$ cat src/rtl/intpipe_pkg.sv
// Shared widths, NOP opcode and the queued-instruction layout for the integer pipe
// and its issue stage.
package intpipe_pkg;
  localparam int OP_W  = 5;
  localparam int SEL_W = 4;
  localparam int NREG  = 1 << SEL_W;
  localparam logic [OP_W-1:0] OP_NOP = 5'd0;

  typedef struct packed {
    logic [OP_W-1:0]  op;
    logic [SEL_W-1:0] a;
    logic [SEL_W-1:0] b;
    logic [SEL_W-1:0] c;
  } instr_t;

  localparam int INSTR_W = $bits(instr_t);
endpackage

$ cat src/rtl/issue_fifo.sv
// Instruction queue: DEPTH-entry circular FIFO with a combinational head view.
// Ready depends only on the registered count, so a pop never frees a slot for a
// push in the same cycle.
module issue_fifo import intpipe_pkg::*; #(
  parameter int DEPTH = 4,
  parameter int W     = INSTR_W,
  localparam int AW   = (DEPTH > 1) ? $clog2(DEPTH) : 1,
  localparam int CW   = $clog2(DEPTH + 1)
) (
  input  logic          clk,
  input  logic          rst,
  input  logic          i_push,
  input  logic          i_pop,
  input  logic [W-1:0]  i_din,
  output logic [W-1:0]  o_head,
  output logic [CW-1:0] o_count,
  output logic          o_ready
);
  logic [W-1:0]  r_mem [DEPTH];
  logic [AW-1:0] r_wr, r_rd;
  logic [CW-1:0] r_cnt;
  logic          w_push, w_pop;

  assign o_ready = (r_cnt < CW'(DEPTH));
  assign w_push  = i_push && o_ready;
  assign w_pop   = i_pop && (r_cnt != '0);
  assign o_head  = r_mem[r_rd];
  assign o_count = r_cnt;

  // Pointers wrap naturally because DEPTH is a power of two.
  always_ff @(posedge clk or posedge rst) begin
    if (rst) begin
      r_wr  <= '0;
      r_rd  <= '0;
      r_cnt <= '0;
    end else begin
      if (w_push) r_wr <= r_wr + 1'b1;
      if (w_pop)  r_rd <= r_rd + 1'b1;
      case ({w_push, w_pop})
        2'b10:   r_cnt <= r_cnt + CW'(1);
        2'b01:   r_cnt <= r_cnt - CW'(1);
        default: r_cnt <= r_cnt;
      endcase
    end
  end

  always_ff @(posedge clk) begin
    if (w_push) r_mem[r_wr] <= i_din;
  end
endmodule

$ cat src/rtl/intpipe_issue.sv
// In-order issue stage: queues instructions, blocks the head on RAW/WAW hazards
// via a per-register pending scoreboard, and drives registered issue/pause/bubble.
module intpipe_issue import intpipe_pkg::*; #(
  parameter int              DEPTH  = 4,
  parameter logic [OP_W-1:0] OP_NOP = intpipe_pkg::OP_NOP,
  localparam int             CW     = $clog2(DEPTH + 1)
) (
  input  logic             clk,
  input  logic             rst,
  input  logic             in_valid,
  output logic             in_ready,
  input  logic [OP_W-1:0]  in_op,
  input  logic [SEL_W-1:0] in_a,
  input  logic [SEL_W-1:0] in_b,
  input  logic [SEL_W-1:0] in_c,
  input  logic             hold,
  input  logic             wb_write,
  input  logic [SEL_W-1:0] wb_sel,
  output logic [OP_W-1:0]  opCode,
  output logic [SEL_W-1:0] a,
  output logic [SEL_W-1:0] b,
  output logic [SEL_W-1:0] c,
  output logic             pause,
  output logic             empty,
  output logic             idle
);
  instr_t          w_din, w_head;
  logic [CW-1:0]   w_count;
  logic            w_ready, w_blocked, w_issue;
  logic [NREG-1:0] r_pend, w_pend_nxt;
  instr_t          r_out;
  logic            r_empty, r_pause;

  assign w_din = '{op: in_op, a: in_a, b: in_b, c: in_c};

  issue_fifo #(.DEPTH(DEPTH), .W(INSTR_W)) u_fifo (
    .clk     (clk),
    .rst     (rst),
    .i_push  (in_valid),
    .i_pop   (w_issue),
    .i_din   (w_din),
    .o_head  (w_head),
    .o_count (w_count),
    .o_ready (w_ready)
  );

  assign w_blocked = r_pend[w_head.a] | r_pend[w_head.b] | r_pend[w_head.c];
  assign w_issue   = (w_count != '0) && !hold && !w_blocked;

  // Clear first so a same-cycle issue to the same register leaves it pending.
  always_comb begin
    w_pend_nxt = r_pend;
    if (wb_write) w_pend_nxt[wb_sel] = 1'b0;
    if (w_issue && (w_head.op != OP_NOP)) w_pend_nxt[w_head.c] = 1'b1;
  end

  always_ff @(posedge clk or posedge rst) begin
    if (rst) begin
      r_pend  <= '0;
      r_out   <= '{op: OP_NOP, a: '0, b: '0, c: '0};
      r_empty <= 1'b1;
      r_pause <= 1'b0;
    end else begin
      r_pend  <= w_pend_nxt;
      r_pause <= hold;
      if (!hold) begin
        if (w_issue) begin
          r_out   <= w_head;
          r_empty <= 1'b0;
        end else begin
          r_out   <= '{op: OP_NOP, a: '0, b: '0, c: '0};
          r_empty <= 1'b1;
        end
      end
    end
  end

  assign in_ready = w_ready;
  assign opCode   = r_out.op;
  assign a        = r_out.a;
  assign b        = r_out.b;
  assign c        = r_out.c;
  assign pause    = r_pause;
  assign empty    = r_empty;
  assign idle     = (w_count == '0) && (r_pend == '0);
endmodule

$ cat config.mk
export PLATFORM = sky130hd
export DESIGN_NAME = intpipe_issue
export DESIGN_NICKNAME = d
export VERILOG_FILES = /design/src/rtl/intpipe_pkg.sv /design/src/rtl/issue_fifo.sv /design/src/rtl/intpipe_issue.sv
export SDC_FILE = /design/constraint.sdc
export NUM_CORES = 1
export LEC_CHECK = 0
export CAP_MARGIN = 40
export CORE_MARGIN = 1.5
export CORE_UTILIZATION = 57
export DETAILED_ROUTE_END_ITERATION = 10
export PLACE_DENSITY = 0.76
export SLEW_MARGIN = 20
export SYNTH_ARGS = -nofsm -noshare
export SYNTH_HDL_FRONTEND = slang
export SYNTH_HIERARCHICAL = 1
export SYNTH_SLANG_ARGS = --single-unit
$ cat constraint.sdc
create_clock -name clk -period 5.7 [get_ports clk]
set_input_delay 1.14 -clock clk [delete_from_list [all_inputs] [get_ports clk]]
set_output_delay 1.14 -clock clk [all_outputs]
set_load 0.05 [all_outputs]
=== Yosys cells after proc, flatten, opt, wreduce, memory -nomap -nowiden ===
Memory sizes are Yosys's and may differ from the RTL's.
Cells that the tools add are included.

* Reduce and logical (&&, ||, !) cells: 15
* Magnitude comparators: 7
* Muxes and demuxes: 17
* Equality and inequality tests: 2
* Bitwise gates (word level): 5
* Add/sub/neg operators: 4

{| class="wikitable"
|+ Operators with widths
! kind !! count
|-
| $mux W16 || 2
|-
| $lt A4 B5 Y1 const B || 4
|-
| $mux W17 || 1
|-
| $and A16 B16 Y16 || 1
|-
| $logic_not A16 Y1 || 1
|-
| $not A16 Y16 || 1
|-
| $or A16 B16 Y16 || 1
|-
| $bmux W1 S4 || 3
|-
| $demux W1 S4 || 2
|-
| $ge A4 B1 Y1 const B || 2
|-
| $logic_and A1 B1 Y1 || 8
|-
| $mux W1 || 8
|-
| $pmux W3 S2 || 1
|-
| $reduce_bool A5 Y1 || 1
|-
| $add A2 B1 Y2 const B || 2
|-
| $add A3 B1 Y3 const B || 1
|-
| $logic_not A3 Y1 || 1
|-
| $lt A3 B3 Y1 const B || 1
|-
| $reduce_bool A3 Y1 || 1
|-
| $sub A3 B1 Y3 const B || 1
|-
| $eq A2 B1 Y1 const B || 1
|-
| $eq A2 B2 Y1 const B || 1
|-
| $logic_not A1 Y1 || 2
|-
| $or A1 B1 Y1 || 2
|-
| $reduce_bool A2 Y1 || 1
|}

* Logic and storage cells: 61
* Flip-flop bits (word level): 42
* Output and inout bits: 21
* Memories: 1
* Bits in writable memories: 68

{| class="wikitable"
|+ Memory list
! name !! depth !! width !! rd ports !! clocked after memory_dff !! wr ports !! line !! text
|-
| u_fifo.r_mem || 4 || 17 || 1 || 0 || 1 || issue_fifo.sv:19 || <nowiki>logic [W-1:0] r_mem [DEPTH];</nowiki>
|}

=== Longest topological paths before layout ===
Gate-level depths: netlist of the first run.
An unclocked memory read counts as a cell.

* Word-level depth: 10
* Gate-level depth with buffers: 17

=== Hierarchy ===
Netlist of the first run, hierarchy kept.

{| class="wikitable"
|+ By module, submodules not included
! module !! cells each !! sequential area each (sq um) !! times used !! area each (sq um)
|-
| issue_fifo || 128 || 2217.1 || 1 || 2910.3
|-
| intpipe_issue || 173 || 877.1 || 1 || 1901.8
|}

=== Worst setup path after synthesis of the first run ===
Ideal clock, no wire load.

* Path kind: register -> register
* From: reg u_fifo.r_rd[0]
* To: reg u_fifo.r_cnt[2], in the netlist u_fifo/o_count[2]
* Buffers on the path: 4
* Slack: 1726 ps
* Data arrival time: 3835 ps
* Clock period less this slack: 3974 ps
* Stages on the path, launching flop included: 18
* Data required time: 5561 ps
* Cells stage by stage: dfrtp_1 -> buf_6 -> buf_12 -> mux4_2 -> buf_2 -> mux4_2 -> mux4_2 -> a311oi_2 -> nand2_2 -> clkinv_2 -> buf_6 -> o31a_1 -> ha_1 -> inv_1 -> fa_1 -> xor2_1 -> nor2_1 -> xnor2_1

{| class="wikitable"
|+ RTL lines
! element !! line !! text
|-
| from (decl) || issue_fifo.sv:20 || <nowiki>logic [AW-1:0] r_wr, r_rd;</nowiki>
|-
| from (signal assigned) || issue_fifo.sv:38 || <nowiki>if (w_pop) r_rd <= r_rd + 1'b1;</nowiki>
|-
| to (signal assigned) || issue_fifo.sv:40 || <nowiki>2'b10: r_cnt <= r_cnt + CW'(1);</nowiki>
|-
| to (signal assigned) || issue_fifo.sv:41 || <nowiki>2'b01: r_cnt <= r_cnt - CW'(1);</nowiki>
|-
| to (signal assigned) || issue_fifo.sv:42 || <nowiki>default: r_cnt <= r_cnt;</nowiki>
|-
| to (decl) || issue_fifo.sv:21 || <nowiki>logic [CW-1:0] r_cnt;</nowiki>
|}

==> metrics.txt, run 1 <==
status complete, no violations; post-CTS setup buffer count 0; RSZ-0062 raised after global routing no; initial antenna violation count 0; cts bufs inserted 9; drt drc 0; vias in the first global route ~2800; Die Wd between 90 and 100 um; Synth cell types 40; diode count 0; CP max stage delay approximately 0.68 ns; top-area cell type share of the netlist area 0.424; DR pass1 iterations 5; Synth Register Bits 110; Core Footprint a little over 8000 sq um; Post-Place Setup Slack between 1 and 1.5 ns; Synth area leader edfxtp_1; max cap viols 0; CTS Buffer Depth 2; Final ANT Viol Nets 0; Iteration-0 DRC Markers 207; Synth async-reset ratio 0.382; largest net degree at the start of global routing 36; Worst EP arrival about 4.7 ns; CTS Hold Bufs 0; Post-Syn Area per Cell ~16 sq um; # resized after CTS 0; worst skew pair latency about 0.37 ns; Starting Density 0.586; Placed Instances between 400 and 500; via-per-instance ratio 6.19; Critical Path Fanout Max 19; grt ovf 0; CP Capture Type flip-flop; Most common cell on crit path mux4_2; min Tclk post-route ~4.4 ns; IO Port Bufs between 40 and 50; layout cells sized above 1 0.148; Critical Path Slowest Stage Cell mux4_2; final setup vio count 0; via count between 2000 and 3000; HP Class flip-flop to flip-flop; WS Path Type flip-flop to flip-flop; Die Area approximately 9000 sq um; Final Max Slew Viols 0; Seq/Total Area, Yosys 0.643; global-route wire length before repair about 15 mm; Post-DP HPWL about 6.6 mm; P per Cell Area approximately 550 nW/um^2; CP cell instances buf_4 -> mux4_2 -> mux4_2 -> mux2_2 -> a2111oi_2 -> nand2_2 -> clkinv_2 -> o31a_1 -> ha_1 -> inv_1 -> fa_1 -> xor2_1 -> nor2_1 -> xnor2_1; Layout Utilization 0.685; Synth Instances 301; routability congestion estimate 0.892; Final Non-Filler Cells 462; Least-Margin Pin Slew between 0.5 and 0.6 ns; Ports 47; Routed WL approximately 9 mm; Die Ht about 95 um; gr usage total 0.228; clock slew at reported path FFs between 0.1 and 0.15 ns; Clock Root Buffer clkbuf_8; num rows 33; fmax around 230 MHz; endpoints failing hold 0; EDFF count, synth roughly 70; Final TNS setup 0 ns; WP data required approximately 6 ns; Synth area leaders edfxtp_1, dfrtp_1, mux4_2; ys flop type edfxtp_1; VDD IR-drop max 0.239 mV; Final WS setup about 1.3 ns; startpoint types flip-flop; Worst slew margin 0.659; Area Growth Syn to Fin 17.0%; Leakage 2.06 nW; CTS tree built; worst reg-to-reg path cell count 14; Avg WL per Cell between 20 and 25 um; Mapped Nets 333; Final nets between 300 and 400; CTS sink count between 100 and 150; H-tree depth 3; Yosys Warn Count 6; fin crit share 0.774; Hold Path Cell Cnt 2; Mapped Area between 4000 and 5000 sq um; Design Power roughly 3.1 mW; Clock Skews ~0.014 ns
logic make-up after synthesis:
kind of cell | count (synthesis) | synth area share
AO/OA/AOI/OAI | 58 | 0.0798
buffers and inverters | 29 | 0.0304
flip-flops | 110 | 0.643
XOR/XNOR | 6 | 0.0109
multiplexers | 33 | 0.151
adder cells (fa/ha/maj) | 6 | 0.0172
AND/OR/NAND/NOR | 59 | 0.0673
sequential cells by signal (all words and copies together) (netlist names):
name,flops
u_fifo/r_rd,2
empty,1
c,4
opCode,5
u_fifo/o_count,3
pause,1
u_fifo/r_wr,2
r_pend,16
a,4
u_fifo/r_mem,68
b,4
where the power goes:
| part | switching, mW | internal, mW | leakage [nW] |
|---|---|---|---|
| clock network | 0.300 | 0.186 | 0.110 |
| logic | 0.803 | 0.616 | 0.802 |
| registers | 0.146 | 1.05 | 1.15 |
metal layers:
metal | vias up | share of wire | GRT usage
met4 | 0 | 0.016 | 0.0784
met5 | - | 0 | 0
met2 | 139 | 0.49 | 0.362
met1 | 1416 | 0.43 | 0.319
met3 | 15 | 0.062 | 0.0451
li1 | 1289 | - | -
critical path: cells and delay by family (launching register included):
kind,cells,cell delay (ns)
adder cells (fa/ha/maj),2,0.57
buffers and inverters,3,0.56
multiplexers,3,1.44
XOR/XNOR,2,0.27
AO/OA/AOI/OAI,2,0.71
AND/OR/NAND/NOR,2,0.41
flip-flops,1,0.37
cell usage after synthesis, types with 2 or more instances:
cell and number:
mux4_2 20, edfxtp_1 68, clkbuf_1 8, mux2i_1 3, inv_1 13, nand3_1 11
buf_6 2, nand3b_1 2, nor4_1 5, and2_1 5, buf_2 4, a22o_1 17
ha_1 5, nand2b_1 3, mux4_1 9, nand2_1 8, dfrtp_1 41, o21ai_1 10
nor2b_1 7, o21ai_0 25, nor2_1 7, xor2_1 2, nand4_1 6, xnor2_1 4
path summary, 6_finish.rpt:
path	startpoint	to	slack [ns]
setup / recovery	u_fifo/r_rd[0]$_DFFE_PP0P_	u_fifo/o_count[2]$_DFFE_PP0P_	1.29
hold / removal	empty$_DFFE_PP1N_	empty$_DFFE_PP1N_	0.48
setup reg to reg	u_fifo/r_rd[0]$_DFFE_PP0P_	u_fifo/o_count[2]$_DFFE_PP0P_	1.29
hold reg to reg	empty$_DFFE_PP1N_	empty$_DFFE_PP1N_	0.48
max in group asynchronous	rst	empty$_DFFE_PP1N_	4.18
min in group asynchronous	rst	u_fifo/r_rd[0]$_DFFE_PP0P_	1.03
metrics by stage:
step | area, sq um | hold WS (ns)
2_1_floorplan | 4810 | 0.489
3_3_place_gp | 5350 | 0.455
3_5_place_dp | 5410 | 0.470
4_1_cts | 5630 | 0.487
5_1_grt | 5630 | 0.499
6_report | 5630 | 0.478
layout make-up:
| type | count | area, sq um |
|---|---|---|
| inverters | 14 | 53.8 |
| multi-input cells | 162 | 1570 |
| clock inverters | 7 | 96.3 |
| flip-flops and latches | 110 | 3090 |
| fillers | 564 | 2590 |
| clock buffers | 9 | 124 |
| repair buffers | 55 | 558 |
| well taps | 105 | 131 |
cells in the final DEF, fill, tap and decap left out, types with 2 or more instances in the layout:
cell             instances
nand2b_1                 3
dfrtp_1                 41
clkinv_8                 2
edfxtp_1                68
nand4_1                  6
mux4_1                   9
inv_1                   13
a22o_1                  17
xnor2_1                  4
nor2b_1                  7
nand3_1                 11
mux2i_1                  3
clkbuf_8                 9
nand2_1                  8
buf_8                    4
nor2_1                   7
nor4_1                   5
nand3b_1                 2
ha_1                     5
inv_12                   2
inv_8                    2
clkdlybuf4s50_1         46
mux4_2                  20
o21ai_0                 25
o21ai_1                 10
xor2_1                   2
buf_4                    5
and2_1                   5
(Power assumes the default switching activity.)
==> run 2, diff against run 1 <==
CORE_UTILIZATION = 51   (was 57)
PLACE_DENSITY = 0.71   (was 0.76)
clock period = 3.7 ns   (was 5.7 ns; I/O delays follow)
==> run 2 against run 1 <==
Clock-buffer cell count unchanged; register-to-register slack got worse by 1.2 ns; non-clock buffer count increased by 20; final area increased by 2.5%; combinational power increased by 69%; via count increased by 0.66%; critical path type unchanged; sequential power increased by 58%; hold slack improved by 0.00088 ns; largest cell class unchanged; first-iteration DRC count decreased by 25%.
==> metrics.txt, run 2 (synthesized netlist as in run 1, its figures left out) <==
status complete, no violations; Die Area roughly 10000 sq um; Starting Density 0.523; H-tree depth 3; endpoints failing hold 0; gr usage total 0.210; layout cells sized above 1 0.207; Final Max Slew Viols 0; Avg WL per Cell 20.1 um; fillers between 600 and 700; Final ANT Viol Nets 0; CTS sink count 110; commonest non-fill, non-tap cell in the layout edfxtp_1; P per Cell Area ~870 nW/um^2; NetSw slightly below 2 mW; Clock Skews around 0.013 ns; WS Path Type flip-flop to flip-flop; clock slew at reported path FFs 0.11 ns; via count around 2900; WP data required ~4.0 ns; Worst slew margin 0.653; Layout Utilization 0.628; num rows 35; initial antenna violation count 0; cts bufs inserted 9; Final nets 404; worst skew pair latency roughly 0.37 ns; Most flops, register u_fifo/r_mem; drt drc 0; routability congestion estimate approximately 0.92; grt ovf 0; Least-Margin Pin Slew just over 0.5 ns; most frequent cells in the layout edfxtp_1, clkdlybuf4s50_1, dfrtp_1, buf_4, o21ai_0; Post-DP HPWL 6.75 mm; Worst EP arrival between 3 and 4 ns; diode count 0; Clock Power Share 0.146; Switching Fraction 0.393; Die Wd ~100 um; DR pass1 iterations 4; CP Capture Type flip-flop; setup slack, reg-to-reg between 0.1 and 0.15 ns; Clock Root Buffer clkbuf_8; largest net degree at the start of global routing 36; final setup vio count 0; global-route wire length before repair about 16 mm; CTS Buffer Depth 2; Area Growth Syn to Fin 19.9%; CTS tree built; Critical Path Fanout Max 7; Ports 47; IO Port Bufs 46; RSZ-0062 raised after global routing yes; Routed WL approximately 9.8 mm; fin crit share 0.970; min Tclk post-route roughly 3.6 ns; HP Class flip-flop to flip-flop; via-per-instance ratio 5.90; Core Footprint 9200 sq um; Final TNS setup 0 ns; max FFs per register 68; part of the power in registers 0.377; startpoint types flip-flop; vias in the first global route 2909; Leakage ~2.2 nW; max cap viols 0; combinational fraction of design power 0.477; Fin Hold WS 0.479 ns; Iteration-0 DRC Markers ~160; Design Power about 5 mW; Die Ht around 100 um; CTS Hold Bufs 0; Pint between 3 and 4 mW; fmax 279 MHz; VDD IR-drop max approximately 0.29 mV
-- run 2: layout make-up --
| class | count | area (sq um) | area share |
|---|---|---|---|
| tap | 111 | 139 | 0.0241 |
| multi-input combinational | 162 | 1600 | 0.277 |
| clock inverter | 7 | 81.3 | 0.0141 |
| sequential | 110 | 3100 | 0.536 |
| inverter | 14 | 57.6 | 0.00997 |
| clock buffer | 9 | 124 | 0.0215 |
| timing repair buffer | 75 | 678 | 0.117 |
-- run 2: path summary, 6_finish.rpt --
path | cells past startpoint | endpoint | start
max | 13 | u_fifo/o_count[2]$_DFFE_PP0P_ | u_fifo/r_rd[0]$_DFFE_PP0P_
min | 2 | empty$_DFFE_PP1N_ | empty$_DFFE_PP1N_
max reg2reg | 13 | u_fifo/o_count[2]$_DFFE_PP0P_ | u_fifo/r_rd[0]$_DFFE_PP0P_
min reg2reg | 2 | empty$_DFFE_PP1N_ | empty$_DFFE_PP1N_
max in group asynchronous | 3 | empty$_DFFE_PP1N_ | rst
min in group asynchronous | 2 | u_fifo/r_wr[1]$_DFFE_PP0P_ | rst
-- run 2: per-stage QoR --
stage / cell area, sq um / instances / worst slack (ns)
global placement: 5490 / 465 / -0.0275
finish: 5770 / 488 / 0.110
global route: 5770 / 488 / -0.0606
floorplan: 4820 / 301 / -0.255
CTS: 5730 / 485 / 0.0226
detailed placement: 5490 / 465 / -0.103
-- run 2: worst max-delay path, cell delays in order (launching register included) --
cell and delay, ns:
dfrtp_2 0.46, mux4_2 0.61, mux4_2 0.45, mux4_2 0.51, a311oi_2 0.23, nand2_2 0.11, clkinv_4 0.06, o31a_1 0.15
ha_2 0.19, inv_2 0.04, fa_2 0.32, xor2_1 0.14, nor2_1 0.11, xnor2_1 0.12
-- run 2: power groups by stage --
| stage | combinational, mW | clock (mW) | sequential [mW] |
|---|---|---|---|
| detailed placement | 2.26 | 0 | 1.92 |
| finish | 2.40 | 0.730 | 1.89 |
| global route | 2.58 | 0.796 | 1.92 |
| floorplan | 1.51 | 0 | 1.99 |
| global placement | 2.22 | 0 | 1.92 |
| CTS | 2.32 | 0.749 | 1.89 |
-- run 2: what timing repair did --
action                     4_1_cts  5_1_grt
setup endpoints to repair        1        2
pin swaps                        4        3
setup buffers                    4        3
gates resized for setup          2        2
-- run 2: layer usage --
layer | vias up | routed length (um) | global-route usage
met1 | 1447 | 4400 | 0.307
met5 | - | 0 | 0
met3 | 13 | 514 | 0.0418
li1 | 1319 | - | -
met2 | 99 | 4790 | 0.320
met4 | 0 | 123 | 0.0704
